### config.mk
export PLATFORM = sky130hd
export DESIGN_NAME = adder_rr_arbiter
export DESIGN_NICKNAME = d
export VERILOG_FILES = /design/src/rtl/adder_rr_arbiter.sv
export SDC_FILE = /design/constraint.sdc
export NUM_CORES = 1
export LEC_CHECK = 0
export BUFFER_PORTS_ARGS = -buffer_cell sky130_fd_sc_hd__buf_2
export CORE_ASPECT_RATIO = 1.25
export CORE_UTILIZATION = 25
export CTS_CLUSTER_DIAMETER = 100
export CTS_CLUSTER_SIZE = 24
export DETAILED_ROUTE_END_ITERATION = 7
export PLACE_DENSITY_LB_ADDON = 0.2
export SETUP_SLACK_MARGIN = 0.15
export SLEW_MARGIN = 20
export SYNTH_ARGS = -nofsm -noshare
export SYNTH_HDL_FRONTEND = slang
export SYNTH_SLANG_ARGS = --single-unit
### constraint.sdc
create_clock -name clk -period 10.7 [get_ports clk]
set_clock_uncertainty 0.15 [all_clocks]
set_input_delay 0.535 -clock clk [delete_from_list [all_inputs] [get_ports clk]]
set_output_delay 0.535 -clock clk [all_outputs]
set_load 0.005 [all_outputs]
### src/rtl/adder_rr_arbiter.sv
// Round-robin arbiter that time-shares one 20-bit ripple-carry adder between
// NREQ requesters and registers the winning sum into a valid/ready output stage.

module adder_20b (
    input  logic [19:0] a,
    input  logic [19:0] b,
    output logic [19:0] sum
);

    logic [19:0] carry;

    assign carry[0] = 1'b0;

    // The carry out of bit 19 is dropped on purpose; callers recover it by comparison.
    for (genvar i = 0; i < 20; i++) begin : g_bit
        assign sum[i] = a[i] ^ b[i] ^ carry[i];
        if (i < 19) begin : g_carry
            assign carry[i+1] = (a[i] & b[i]) | (a[i] & carry[i]) | (b[i] & carry[i]);
        end
    end

endmodule

module adder_rr_arbiter #(
    parameter int NREQ  = 4,
    parameter int TAG_W = 2,
    parameter int CNT_W = 16
) (
    input  logic                 clk,
    input  logic                 rst_n,
    input  logic [NREQ-1:0]      req_valid,
    input  logic [NREQ*20-1:0]   req_a,
    input  logic [NREQ*20-1:0]   req_b,
    output logic [NREQ-1:0]      req_ready,
    output logic                 res_valid,
    input  logic                 res_ready,
    output logic [19:0]          res_sum,
    output logic                 res_carry,
    output logic [TAG_W-1:0]     res_tag,
    output logic [CNT_W-1:0]     op_count
);

    logic [TAG_W-1:0] rr_ptr;
    logic [TAG_W-1:0] grant_idx;
    logic             grant_found;
    logic             accept;
    logic             transfer;
    logic [19:0]      a_g;
    logic [19:0]      b_g;
    logic [19:0]      sum_g;
    logic             carry_g;

    assign accept = !res_valid || res_ready;

    // Scan starting just after the last winner so every requester gets a turn.
    always_comb begin
        logic [TAG_W-1:0] cand;
        grant_idx   = '0;
        grant_found = 1'b0;
        cand        = '0;
        for (int k = 1; k <= NREQ; k++) begin
            cand = TAG_W'((int'(rr_ptr) + k) % NREQ);
            if (!grant_found && req_valid[cand]) begin
                grant_found = 1'b1;
                grant_idx   = cand;
            end
        end
    end

    always_comb begin
        req_ready = '0;
        if (accept && grant_found) begin
            req_ready[grant_idx] = 1'b1;
        end
    end

    assign transfer = accept && grant_found;

    assign a_g = req_a[20*grant_idx +: 20];
    assign b_g = req_b[20*grant_idx +: 20];

    adder_20b u_adder (
        .a   (a_g),
        .b   (b_g),
        .sum (sum_g)
    );

    // A wrapped sum is smaller than either operand.
    assign carry_g = (sum_g < a_g);

    always_ff @(posedge clk or negedge rst_n) begin
        if (!rst_n) begin
            res_valid <= 1'b0;
            res_sum   <= '0;
            res_carry <= 1'b0;
            res_tag   <= '0;
            op_count  <= '0;
            rr_ptr    <= TAG_W'(NREQ - 1);
        end else if (transfer) begin
            res_valid <= 1'b1;
            res_sum   <= sum_g;
            res_carry <= carry_g;
            res_tag   <= grant_idx;
            op_count  <= op_count + 1'b1;
            rr_ptr    <= grant_idx;
        end else if (res_ready) begin
            res_valid <= 1'b0;
        end
    end

endmodule

==> reports/qor.tcl <==
set qor(drt_iter0_drc) 76
set qor(area_growth_syn_to_layout_pct) 38.83
set qor(synth-simple-area-share_pct) 14.27
set qor(wire_per_inst_um) 14.66
set qor(mostFrequentLayoutCells) {209 x buf_2, 60 x nand2_1, 40 x dfrtp_1, 38 x mux2_2, 37 x mux2i_1}
set qor(synth-main-ff-cell) {dfrtp_1}
set qor(dr.pass1.iters) 4
set qor(synth_area_per_cell_um2) 9.517
set qor(use_met2_pct) 28.69
set qor(yosysUniqueCellTypes) 45
set qor(grt_util_met3_pct) 2.349
set qor(synth_edf_count) 0
set qor(crit_path_frequent_cell) {fa_1}
set qor(global_route_layer_with_the_greatest_usage) {met2}
set qor(worst_skew_pair_later_pin_latency_ns) 0.29
set qor(port_buffers) 210
set qor(clock-root-buffer) {clkbuf_16}
set qor(adder_and_majority_cell_fraction_of_the_synthesized_area_pct) 16.33
set qor(antenna_violations_before_repair) 0
set qor(drtAntennaViolNets) 0
set qor(sequential_cell_fraction_of_total_power_pct) 21.0
set qor(postSynth.asyncResetShare_pct) 100.0
set qor(placed_cell_area_mm2) 0.005177
set qor(postSynthCellCount) 409
set qor(setup-violations-final) 0
set qor(max-vdd-ir-drop_mv) 0.06894
set qor(nFillCells) 1562
set qor(place_ws_ns) 0.2052
set qor(critical_path_peak_fanout) 14
set qor(cts.clk_slew.worst_paths_ns) 0.06
set qor(netSwitchingPower_mw) 0.5135
set qor(finalSetupTns_ns) 0
set qor(timing.final.max_slew_violations) 0
set qor(transition_time_at_the_pin_with_the_least_slew_margin_ns) 0.7726
set qor(synth_sequential_area_ratio_pct) 27.07
set qor(r2r.worst_path.cells) 35
set qor(die_height_um) 141.5
set qor(first_global_vias) 3808
set qor(met1_use_gr_pct) 17.80
set qor(synth_compound_area_share_pct) 12.12
set qor(floorplan.die.width_um) 113.6
set qor(syn-cell-area_mm2) 0.003892
set qor(fp-row-count) 50
set qor(synth_warnings) 0
set qor(timing.critical_path.required_ns) 10.77
set qor(timing.slew.headroom_pct) 48.02
set qor(cpPeakStageDelay_ns) 0.55
set qor(share_clk_of_total_power_pct) 12.5
set qor(post-route-worst-setup-slack_ns) 0.5770
set qor(timing.hold.worst.class) {input pin to asynchronous set/reset pin}
set qor(maximum_capacitance_violations) 0
set qor(muxShareOfSynthArea_pct) 21.09
set qor(fin_worst_hold_slack_ns) 0.09371
set qor(power_density_mw_per_mm2) 228.3
set qor(diodes) 0
set qor(worstReg2RegStart) {rr_ptr[0]}
set qor(leading_cell_type_in_the_layout_fill_and_taps_excluded) {buf_2}
set qor(cp.arrival_ns) 10.20
set qor(synth_xor_area_share_pct) 4.018
set qor(combinational_family_with_the_most_area_after_synthesis) {multiplexers}
set qor(pwr-share-comb_pct) 66.5
set qor(clock.fmax_mhz) 98.78
set qor(routed_wl_um) 12100
set qor(num-nets-final) 823
set qor(hold_viol) 0
set qor(fp.dieArea_mm2) 0.01608
set qor(clock_sinks) 42
set qor(cts-root-to-sink-buffers) 2
set qor(num_vias) 3747
set qor(start_util_pct) 25.82
set qor(postLayoutCellArea_mm2) 0.005404
set qor(setup_repair_after_global_routing_missed_its_margin) {no}
set qor(run_status) {complete, no violations}
set qor(globalRouteOverflowTotal) 0
set qor(synth_fp_nets) 616
set qor(leakage_nw) 2.701
set qor(power_switching_share_pct) 41.61
set qor(clock_tree.htree_level_count) 2
set qor(crit_type) {flip-flop to flip-flop}
set qor(internal_power_mw) 0.7204
set qor(layout_worst_path_cycle_share_pct) 94.61
set qor(synth.ff_latch_count) 42
set qor(final_period_minus_worst_setup_slack_ns) 10.12
set qor(cts_buffers) 5
set qor(cts_tree) {yes}
set qor(dp.final_hpwl_um) 9831
set qor(end_kind) {flip-flop}
set qor(post-route-drc-count) 0
set qor(cts_hold_buffers) 0
set qor(gp_congestion) 0.8049
set qor(floorplan.core_area_mm2) 0.01508
set qor(drive_gt1_share_pct) 47.49
set qor(cp-start-kind) {flip-flop}
set qor(worst_path_max_delay_cell) {dfstp_2}
set qor(grt_max_degree) 46
set qor(io_pins) 211
set qor(r2r_setup_slack_ns) 0.58
set qor(vias_per_cell) 4.542
set qor(groute.usage.overall_pct) 15.34
set qor(worstReg2RegEnd) {res_carry}
set qor(global_route_wire_length_before_repair_um) 19060
-- per-stage QoR --
step | std cells | power [mW] | utilization [%]
after global placement | 811 | 1.053 | 34.34
after floorplan | 409 | 0.8098 | -
after detailed placement | 811 | 1.068 | 34.34
after CTS | 819 | 1.230 | 35.29
after global routing | 825 | 1.380 | 35.84
final | 825 | 1.234 | 35.84
-- layout make-up --
cell class | count | area, µm² | area share, %
clock buffer | 6 | 128.9 | 2.385
clock inverter | 2 | 13.76 | 0.2547
timing repair buffer | 223 | 1151 | 21.30
sequential | 42 | 1054 | 19.50
tap | 208 | 260.3 | 4.816
inverter | 25 | 93.84 | 1.737
multi-input combinational | 319 | 2703 | 50.01
-- Yosys cell counts, types with 15 or more instances --
library cell	number	area share [%]
inv_1	20	1.9
mux2i_1	37	9.5
ha_1	22	7.1
nand2_1	60	5.8
and2_1	15	2.4
mux2_2	38	11
a211oi_1	19	3.7
dfrtp_1	40	26
fa_1	18	9.3
a31oi_1	19	3.1
-- layer usage --
layer  part of all wire, %  wire length, µm
met4                   1.5              182
met1                    40             4842
met3                   6.2              744
met5                     0                0
met2                    52             6326
-- sequential cells by signal (all words and copies together), names as in the netlist --
signal / cells
rr_ptr: 2
res_sum: 20
res_carry: 1
res_valid: 1
res_tag: 2
op_count: 16
-- power by group through the flow --
| stage | Clock [mW] | Sequential, mW | Combinational (mW) |
|---|---|---|---|
| floorplan | 0 | 0.264 | 0.546 |
| global placement | 0 | 0.262 | 0.791 |
| detailed placement | 0 | 0.265 | 0.803 |
| CTS | 0.161 | 0.262 | 0.807 |
| global route | 0.167 | 0.269 | 0.944 |
| finish | 0.154 | 0.259 | 0.821 |
-- how the worst max path moves through the flow --
| stage | start | to | slack (ns) | depth (start not counted) |
|---|---|---|---|---|
| 3_3_place_gp | req_valid[3] | res_carry | 0.42 | 35 |
| 6_report | rr_ptr[0] | res_carry | 0.58 | 35 |
| 2_1_floorplan | rr_ptr[0] | res_carry | 0.70 | 35 |
| 3_5_place_dp | req_valid[3] | res_carry | 0.21 | 35 |
| 5_1_grt | rr_ptr[0] | res_carry | 0.18 | 35 |
| 4_1_cts | rr_ptr[0] | res_carry | 0.22 | 34 |
-- cell families (layout without fill, tap and decap cells) --
group	after synthesis	count (layout)
compound gates	68	68
mux	76	76
xor+xnor	17	17
buf+inv	48	256
flops	42	42
simple gates	118	118
fa+ha+maj	40	40
-- critical path: cells and delay by family, from the launching register on --
family	cells	cell delay, ns
XOR/XNOR	2	0.36
AO/OA/AOI/OAI	5	0.82
buffers and inverters	4	0.41
AND/OR/NAND/NOR	4	0.59
flip-flops	1	0.55
adder cells (fa/ha/maj)	20	7.18
-- repair_timing --
item	CTS	global route
endpoints found under the setup margin	0	1
buffers inserted	0	6
gates resized for setup	0	11
(Power assumes the default switching activity.)
